**config.mk**
```make
export PLATFORM = sky130hd
export DESIGN_NAME = shader_sequencer
export DESIGN_NICKNAME = d
export VERILOG_FILES = /design/src/rtl/shader_pkg.sv /design/src/rtl/shader_prog_mem.sv /design/src/rtl/shader_sequencer.sv
export SDC_FILE = /design/constraint.sdc
export NUM_CORES = 1
export LEC_CHECK = 0
export BUFFER_PORTS_ARGS = -buffer_cell sky130_fd_sc_hd__buf_2
export CAP_MARGIN = 20
export CORE_ASPECT_RATIO = 1.75
export CORE_MARGIN = 5
export CORE_UTILIZATION = 26
export CTS_BUF_LIST = sky130_fd_sc_hd__clkbuf_16
export DETAILED_ROUTE_END_ITERATION = 16
export SETUP_SLACK_MARGIN = 0.2
export SYNTH_ARGS = -nofsm -noshare
export SYNTH_HDL_FRONTEND = slang
export SYNTH_SLANG_ARGS = --single-unit
```
**constraint.sdc**
```tcl
create_clock -name clk_i -period 1.96 [get_ports clk_i]
set_input_delay 0.392 -clock clk_i [delete_from_list [all_inputs] [get_ports clk_i]]
set_output_delay 0.392 -clock clk_i [all_outputs]
set_load 0.05 [all_outputs]
```
**src/rtl/shader_pkg.sv**
```systemverilog
// Shared definitions for the shader instruction sequencer and its executor:
// sequencer states, instruction width and the opcode field layout.
package shader_pkg;

    localparam int INSTR_W = 8;
    localparam logic [INSTR_W-1:0] NOP_INSTR = 8'h00;

    typedef enum logic [1:0] {
        IDLE = 2'd0,
        RUN  = 2'd1,
        LOAD = 2'd2
    } seq_state_t;

    // Instruction layout: [7:6] major opcode; LDI carries a 6-bit immediate,
    // the ALU group splits the rest into function [5:3] and register [2:0].
    localparam int OPC_HI = 7;
    localparam int OPC_LO = 6;
    localparam int FN_HI  = 5;
    localparam int FN_LO  = 3;
    localparam int REG_HI = 2;
    localparam int REG_LO = 0;
    localparam int IMM_W  = 6;

    localparam logic [1:0] OPC_ALU    = 2'b00;
    localparam logic [1:0] OPC_LDI    = 2'b11;
    localparam logic [2:0] FN_SETRGB  = 3'b000;
    localparam logic [2:0] FN_CLEAR   = 3'b111;

    function automatic logic is_ldi(input logic [INSTR_W-1:0] instr);
        return instr[OPC_HI:OPC_LO] == OPC_LDI;
    endfunction

endpackage

```
**src/rtl/shader_prog_mem.sv**
```systemverilog
// Shader program storage: register array with one write port and one
// combinational read port; reset restores an all-NOP program.
module shader_prog_mem
    import shader_pkg::*;
#(
    parameter int NUM_INSTR = 16,
    parameter int PTR_W     = $clog2(NUM_INSTR)
) (
    input  logic               clk_i,
    input  logic               rst_ni,
    input  logic               i_we,
    input  logic [PTR_W-1:0]   i_waddr,
    input  logic [INSTR_W-1:0] i_wdata,
    input  logic [PTR_W-1:0]   i_raddr,
    output logic [INSTR_W-1:0] o_rdata
);

    logic [INSTR_W-1:0] r_mem [NUM_INSTR];

    always_ff @(posedge clk_i or negedge rst_ni) begin
        if (!rst_ni) begin
            for (int i = 0; i < NUM_INSTR; i++) begin
                r_mem[i] <= NOP_INSTR;
            end
        end else if (i_we) begin
            r_mem[i_waddr] <= i_wdata;
        end
    end

    assign o_rdata = r_mem[i_raddr];

endmodule

```
**src/rtl/shader_sequencer.sv**
```systemverilog
// Streams the stored shader program to the executor once per pixel and
// accepts byte-wide program reloads from the host between pixels.
module shader_sequencer
    import shader_pkg::*;
#(
    parameter int NUM_INSTR = 16,
    parameter int PTR_W     = $clog2(NUM_INSTR)
) (
    input  logic               clk_i,
    input  logic               rst_ni,
    input  logic               pixel_start_i,
    input  logic               load_start_i,
    input  logic               wr_valid_i,
    input  logic [INSTR_W-1:0] wr_data_i,
    output logic               wr_ready_o,
    output logic [INSTR_W-1:0] instr_o,
    output logic               execute_o,
    output logic               done_o,
    output logic               load_done_o,
    output logic               busy_o,
    output logic               overrun_o
);

    localparam logic [PTR_W-1:0] LAST_PTR = PTR_W'(NUM_INSTR - 1);

    seq_state_t         r_state;
    seq_state_t         w_state_nxt;
    logic [PTR_W-1:0]   r_rptr;
    logic [PTR_W-1:0]   w_rptr_nxt;
    logic [PTR_W-1:0]   r_wptr;
    logic [PTR_W-1:0]   w_wptr_nxt;
    logic               r_load_pending;
    logic               w_load_pending_nxt;
    logic               r_overrun;
    logic               w_overrun_nxt;

    logic               w_mem_we;
    logic [INSTR_W-1:0] w_rdata;
    logic               w_execute;
    logic [INSTR_W-1:0] w_instr;
    logic               w_done;
    logic               w_wr_ready;
    logic               w_load_done;

    shader_prog_mem #(
        .NUM_INSTR (NUM_INSTR),
        .PTR_W     (PTR_W)
    ) u_prog_mem (
        .clk_i   (clk_i),
        .rst_ni  (rst_ni),
        .i_we    (w_mem_we),
        .i_waddr (r_wptr),
        .i_wdata (wr_data_i),
        .i_raddr (r_rptr),
        .o_rdata (w_rdata)
    );

    always_ff @(posedge clk_i or negedge rst_ni) begin
        if (!rst_ni) begin
            r_state        <= IDLE;
            r_rptr         <= '0;
            r_wptr         <= '0;
            r_load_pending <= 1'b0;
            r_overrun      <= 1'b0;
        end else begin
            r_state        <= w_state_nxt;
            r_rptr         <= w_rptr_nxt;
            r_wptr         <= w_wptr_nxt;
            r_load_pending <= w_load_pending_nxt;
            r_overrun      <= w_overrun_nxt;
        end
    end

    always_comb begin
        w_state_nxt        = r_state;
        w_rptr_nxt         = r_rptr;
        w_wptr_nxt         = r_wptr;
        w_load_pending_nxt = r_load_pending;
        // Any pixel request outside IDLE (including the done cycle) is dropped.
        w_overrun_nxt      = r_overrun | (pixel_start_i && (r_state != IDLE));

        unique case (r_state)
            IDLE: begin
                if (pixel_start_i) begin
                    w_state_nxt = RUN;
                    w_rptr_nxt  = '0;
                    if (load_start_i) begin
                        w_load_pending_nxt = 1'b1;
                    end
                end else if (load_start_i || r_load_pending) begin
                    w_state_nxt        = LOAD;
                    w_wptr_nxt         = '0;
                    w_load_pending_nxt = 1'b0;
                end
            end
            RUN: begin
                w_rptr_nxt         = r_rptr + PTR_W'(1);
                w_load_pending_nxt = r_load_pending | load_start_i;
                if (r_rptr == LAST_PTR) begin
                    // A reload queued during the run starts straight after it.
                    if (r_load_pending) begin
                        w_state_nxt        = LOAD;
                        w_wptr_nxt         = '0;
                        w_load_pending_nxt = 1'b0;
                    end else begin
                        w_state_nxt = IDLE;
                    end
                end
            end
            LOAD: begin
                if (wr_valid_i) begin
                    w_wptr_nxt = r_wptr + PTR_W'(1);
                    if (r_wptr == LAST_PTR) begin
                        w_state_nxt = IDLE;
                    end
                end
            end
            default: begin
                w_state_nxt = IDLE;
            end
        endcase
    end

    always_comb begin
        w_execute   = 1'b0;
        w_instr     = NOP_INSTR;
        w_done      = 1'b0;
        w_wr_ready  = 1'b0;
        w_load_done = 1'b0;
        w_mem_we    = 1'b0;

        unique case (r_state)
            RUN: begin
                w_execute = 1'b1;
                w_instr   = w_rdata;
                w_done    = (r_rptr == LAST_PTR);
            end
            LOAD: begin
                w_wr_ready  = 1'b1;
                w_mem_we    = wr_valid_i;
                w_load_done = wr_valid_i && (r_wptr == LAST_PTR);
            end
            default: begin
            end
        endcase
    end

    assign execute_o   = w_execute;
    assign instr_o     = w_instr;
    assign done_o      = w_done;
    assign wr_ready_o  = w_wr_ready;
    assign load_done_o = w_load_done;
    assign busy_o      = (r_state != IDLE);
    assign overrun_o   = r_overrun;

endmodule

```
* Word level (Yosys, flattened, before mapping) *
Index checks and enable logic that the tools add are counted.

cells by class
  $add $sub $neg = 2
  multiply operators = 0
  div/mod/pow operators = 0
  magnitude comparators = 3
  equal/unequal tests = 13
  shift operators = 0
  multiplexer cells = 33
  bitwise operators = 4
  reduce and logical (&&, ||, !) cells = 12

operators by type and width
  operator                                                               count
  128-bit bitwise mux                                                    1
  8-bit binary-select mux with 4-bit select                              1
  8-bit demux with 4-bit select                                          1
  8-bit two-way mux                                                      4
  4-bit two-way mux                                                      6
  2-bit != test, second input constant                                   7
  2-bit two-way mux                                                      6
  4-bit one-hot mux with 3 select lines                                  1
  5-bit >= comparator, second input constant                             2
  1-bit two-way mux                                                      10
  4-bit NOT with 5-bit output                                            2
  4-bit by 1-bit adder with 4-bit output, second input constant          2
  4-bit equality test, second input constant                             2
  4-bit one-hot mux with 2 select lines                                  1
  3-bit != test, second input constant                                   2
  2-bit one-hot mux with 3 select lines                                  1
  6-bit AND reduction                                                    1
  5-bit by 1-bit < comparator with 1-bit output, second input constant   1
  4-bit AND reduction                                                    1
  2-bit nonzero test                                                     2
  1-bit logical AND                                                      3
  3-bit AND reduction                                                    1
  3-bit nonzero test                                                     1
  2-bit by 1-bit equality test with 1-bit output, second input constant  1
  other kinds (6)                                                        7

word-level totals
  flip-flop bits (word level) = 140
  latch bits = 0
  RAM bits = 0
  ROM bits = 0
  input bits = 13
  output and inout port bits = 14
  word-level logic and storage cells = 88
  memories kept = 0

* Longest topological paths before layout *
  depth after elaboration = 6
  gate-level depth with buffers = 7
  depth with buffers taken out = 5

* Hierarchy *
A second synthesis with hierarchy kept.

unflattened totals
  cell total of the unflattened synthesis = 441
  area total of the unflattened synthesis = 6658.9 um^2

modules (own cells, without submodules)
  module            instances  cells an instance  area each (um^2)  sequential area each (um^2)
  shader_prog_mem   1          365                5915.7            3203.1
  shader_sequencer  1          76                 743.2             300.3

* Worst setup path after synthesis *
No wires, ideal clock.

  path kind = reg-to-output
  start = register r_state[1]
  end = output instr_o[6]
  data arrival time = 2.240 ns
  required time = 1.568 ns
  setup slack = -0.672 ns
  stages on the path, launching flop included = 7
  path buffers = 1
  cell sequence = dfrtp_1 nand2b_1 inv_1 and2_1 clkbuf_1 a22oi_1 o211ai_1

on the way
  cells in the longest elaborated chain, start to end = 2

RTL lines
  item                                            RTL line                 RTL
  from (decl)                                     shader_sequencer.sv:26   seq_state_t r_state;
  from (signal assigned)                          shader_sequencer.sv:66   r_state <= w_state_nxt;
  2-bit by 1-bit equality test with 1-bit output  shader_sequencer.sv:132  unique case (r_state)
  8-bit two-way mux                               shader_sequencer.sv:132
  to (decl)                                       shader_sequencer.sv:16   output logic [INSTR_W-1:0] instr_o,

No other way between the ends.

* Worst setup path in the final report *
  start = register r_rptr[0]
  end = output instr_o[3]

on the way
  cells in the longest elaborated chain, start to end = 5

RTL lines
  item                                                   RTL line                 RTL
  from (decl)                                            shader_sequencer.sv:28   logic [PTR_W-1:0] r_rptr;
  from (signal assigned)                                 shader_sequencer.sv:67   r_rptr <= w_rptr_nxt;
  4-bit NOT with 5-bit output (implied by the code)      shader_prog_mem.sv:30    assign o_rdata = r_mem[i_raddr];
  8-bit binary-select mux with 4-bit select              shader_prog_mem.sv:30
  8-bit two-way mux (implied by the code) (2 in series)  shader_prog_mem.sv:30
  8-bit two-way mux                                      shader_sequencer.sv:132

No other way between the ends. The select of a mux whose other input is x is not followed.

==> metrics.txt <==
Routed Antenna Nets=0; post-synth cell types=41; Die Ht=222 um; Synth area leaders=dfrtp_1 53%, mux2_2 22%, mux2i_1 6.0%; ratio of cells with drive above 1 in the final layout=0.567; core area=0.0253 mm^2; Clock Skew=8.55 ps; Starting Density=0.263; Worst-Skew Late Latency=430 ps; Post-Synth Simple-Gate Area=0.0641; CP arrival=2170 ps; Final Critical Period=2560 ps; Slew @ Worst Pin=488 ps; ANT cells=0; Peak VDD IR=0.000693 V; First-pass DRT Iterations=4; port buffer count=26; Post-synth top cells=140 x dfrtp_1, 129 x mux2_2, 40 x mux2i_1; GRT Resource Usage Total=0.130; clock root cell=clkbuf_16; Worst-path clk slew=60 ps; setup TNS=-4710 ps; GRT Max-Usage Layer=met2; CTS tree=built; Area growth, synth to finish=40.3%; met3 usage=0.0268; ys async rst share=1.00; Placed Instances=around 830; Fmax=391 MHz; total gr overflow=0; max incr delay on CP=490 ps; Sequential cell area=0.00351 mm^2; Avg WL per Cell=20.3 um; syn_nets=493; drt drc=0; flop and latch count out of synthesis=140; die width=131 um; DRT iter0 DRCs=225; pre-CTS WS=-206 ps; CP startpoint kind=register; post-synth top area share=0.525; post-route insts no fill=900; CTS Buf Count=17; number of I/O pins=27; P per Cell Area=1170 mW/mm^2; M1 GR Usage=0.138; CTS Sinks=between 100 and 150; total power=roughly 11000 uW; worst path cell trace=buf_6, mux4_2, mux2_2, a22o_1, buf_12; RSZ-0062 raised after global routing=true; Critical Path RT=1570 ps; outcome=finished, violations left; WS Path Type=reg2out; Multi-input gate area=0.00371 mm^2; Worst Path Max Fanout=7; maximum root-to-sink buffer count=2; Setup Viol. Count Final=13; Ys Warns=0; vias per cell=4.87; HP Class=in2reg; Fillers=2338; Final Hold Viols=0; failing checks=negative setup slack; WHS=221 ps; GR Layer Usage met2=0.236; nature of the critical path endpoint=output port; synthesized area per cell=14.0 um^2; H-Tree Depth=4; Max stage delay cell, worst path=dfrtp_2; leakage power=around 0.0043 uW; largest family of logic cells by synthesized area=multiplexers; sequential area share after synthesis=0.525; Synth Area in Compound Gates=0.0521; Most used DFF post-synth=dfrtp_1; Setup WS post-layout=-598 ps; most common cell in the synthesized netlist=dfrtp_1; Final GP Congestion=0.814; die area=0.0291 mm^2; vias in the first global route=4877; final period utilization=1.31; Post-Synth Adder-Cell Area=0.00938; num rows=77; Slew Limit Fails=0; headroom to the max-slew limit=0.674; EDFF count, synth=0; post-synthesis mux area share=0.326; first-pass GRT wire length=28.5 mm; layout net count=591; Total Wirelength=between 15 and 20 mm; total number of vias=4379; DP HPWL=12.3 mm; initial antenna violation count=0; largest net degree at the start of global routing=43; Cells after Synth=between 400 and 500; XOR/XNOR share of the synthesized area=0; post-synth top area cell=dfrtp_1; cell area after synthesis=0.00667 mm^2; max_cap viols=0
==> final cells by class <==
cell class | count | area share
flip-flops and latches | 140 | 0.375
inverters | 5 | 0.00241
multi-input cells | 304 | 0.396
repair buffers | 105 | 0.124
well taps | 316 | 0.0422
clock buffers | 17 | 0.0455
clock inverters | 13 | 0.0146
==> layout by cell type, fill, tap and decap left out, drive strengths merged, types with 5 or more instances in the layout <==
master and n:
a22oi 18, mux2i 40, inv 7, o211ai 5, nor2 18, a22o 5, mux4 13, nand3 13
nand2 18, o21ai 9, nor2b 5, ha 5, mux2 130, clkinv 6, dfrtp 140, clkbuf 17
buf 104
==> power breakdown <==
| part | internal (uW) | switching (uW) | leakage [uW] |
|---|---|---|---|
| combinational | 2150 | 2260 | 0.00211 |
| sequential | 3180 | 273 | 0.00192 |
| clock | 1950 | 1170 | 0.000287 |
| total | 7280 | 3710 | 0.00431 |
==> cell families (layout without fill, tap and decap cells) <==
| family | after synthesis | after routing |
|---|---|---|
| and+or+nand+nor | 67 | 67 |
| muxes | 183 | 183 |
| adders and majority gates | 5 | 5 |
| DFF | 140 | 140 |
| AOI/OAI and AO/OA | 49 | 49 |
| buffers and inverters | 31 | 140 |
==> layer usage <==
| metal | vias to the layer above | wire (um) |
|---|---|---|
| met5 | - | 0 |
| met4 | 0 | 805 |
| met3 | 37 | 381 |
| met2 | 63 | 10200 |
| met1 | 2343 | 6910 |
| li1 | 1936 | - |
==> critical path: cells and delay by family, from the launching register on <==
kind | cells | cell delay, ps
DFF | 1 | 490
buffers and inverters | 2 | 290
muxes | 2 | 740
AOI/OAI and AO/OA | 1 | 220
==> path summary, 6_finish.rpt <==
check	from	endpoint	slack [ps]	depth (start not counted)
setup / recovery	r_rptr[0]	instr_o[3]	-600	5
hold reg to reg	overrun_o	overrun_o	450	1
max in group asynchronous	rst_ni	u_prog_mem.r_mem[33]	900	3
hold / removal	pixel_start_i	overrun_o	220	2
setup reg to reg	r_state[0]	u_prog_mem.r_mem[41]	0	9
min in group asynchronous	rst_ni	u_prog_mem.r_mem[16]	450	2
==> what timing repair did <==
item	4_1_cts	5_1_grt
setup endpoints to repair	109	123
setup buffers	24	11
endpoints found under the hold margin	36	0
cloned	2	0
hold buffers	1	0
pin swaps	28	21
gates resized for setup	148	77
==> metrics by stage <==
stage	area, um^2	util
floorplan	6750	-
global placement	7560	0.298
detailed placement	7560	0.298
CTS	8970	0.354
global route	9360	0.369
finish	9360	0.369
==> sequential cells by signal, indices dropped and copies added (netlist names) <==
| name | flops |
|---|---|
| r_rptr | 4 |
| overrun_o | 1 |
| r_load_pending | 1 |
| r_wptr | 4 |
| r_state | 2 |
| u_prog_mem.r_mem | 128 |
Power figures use the tool's default switching activity.
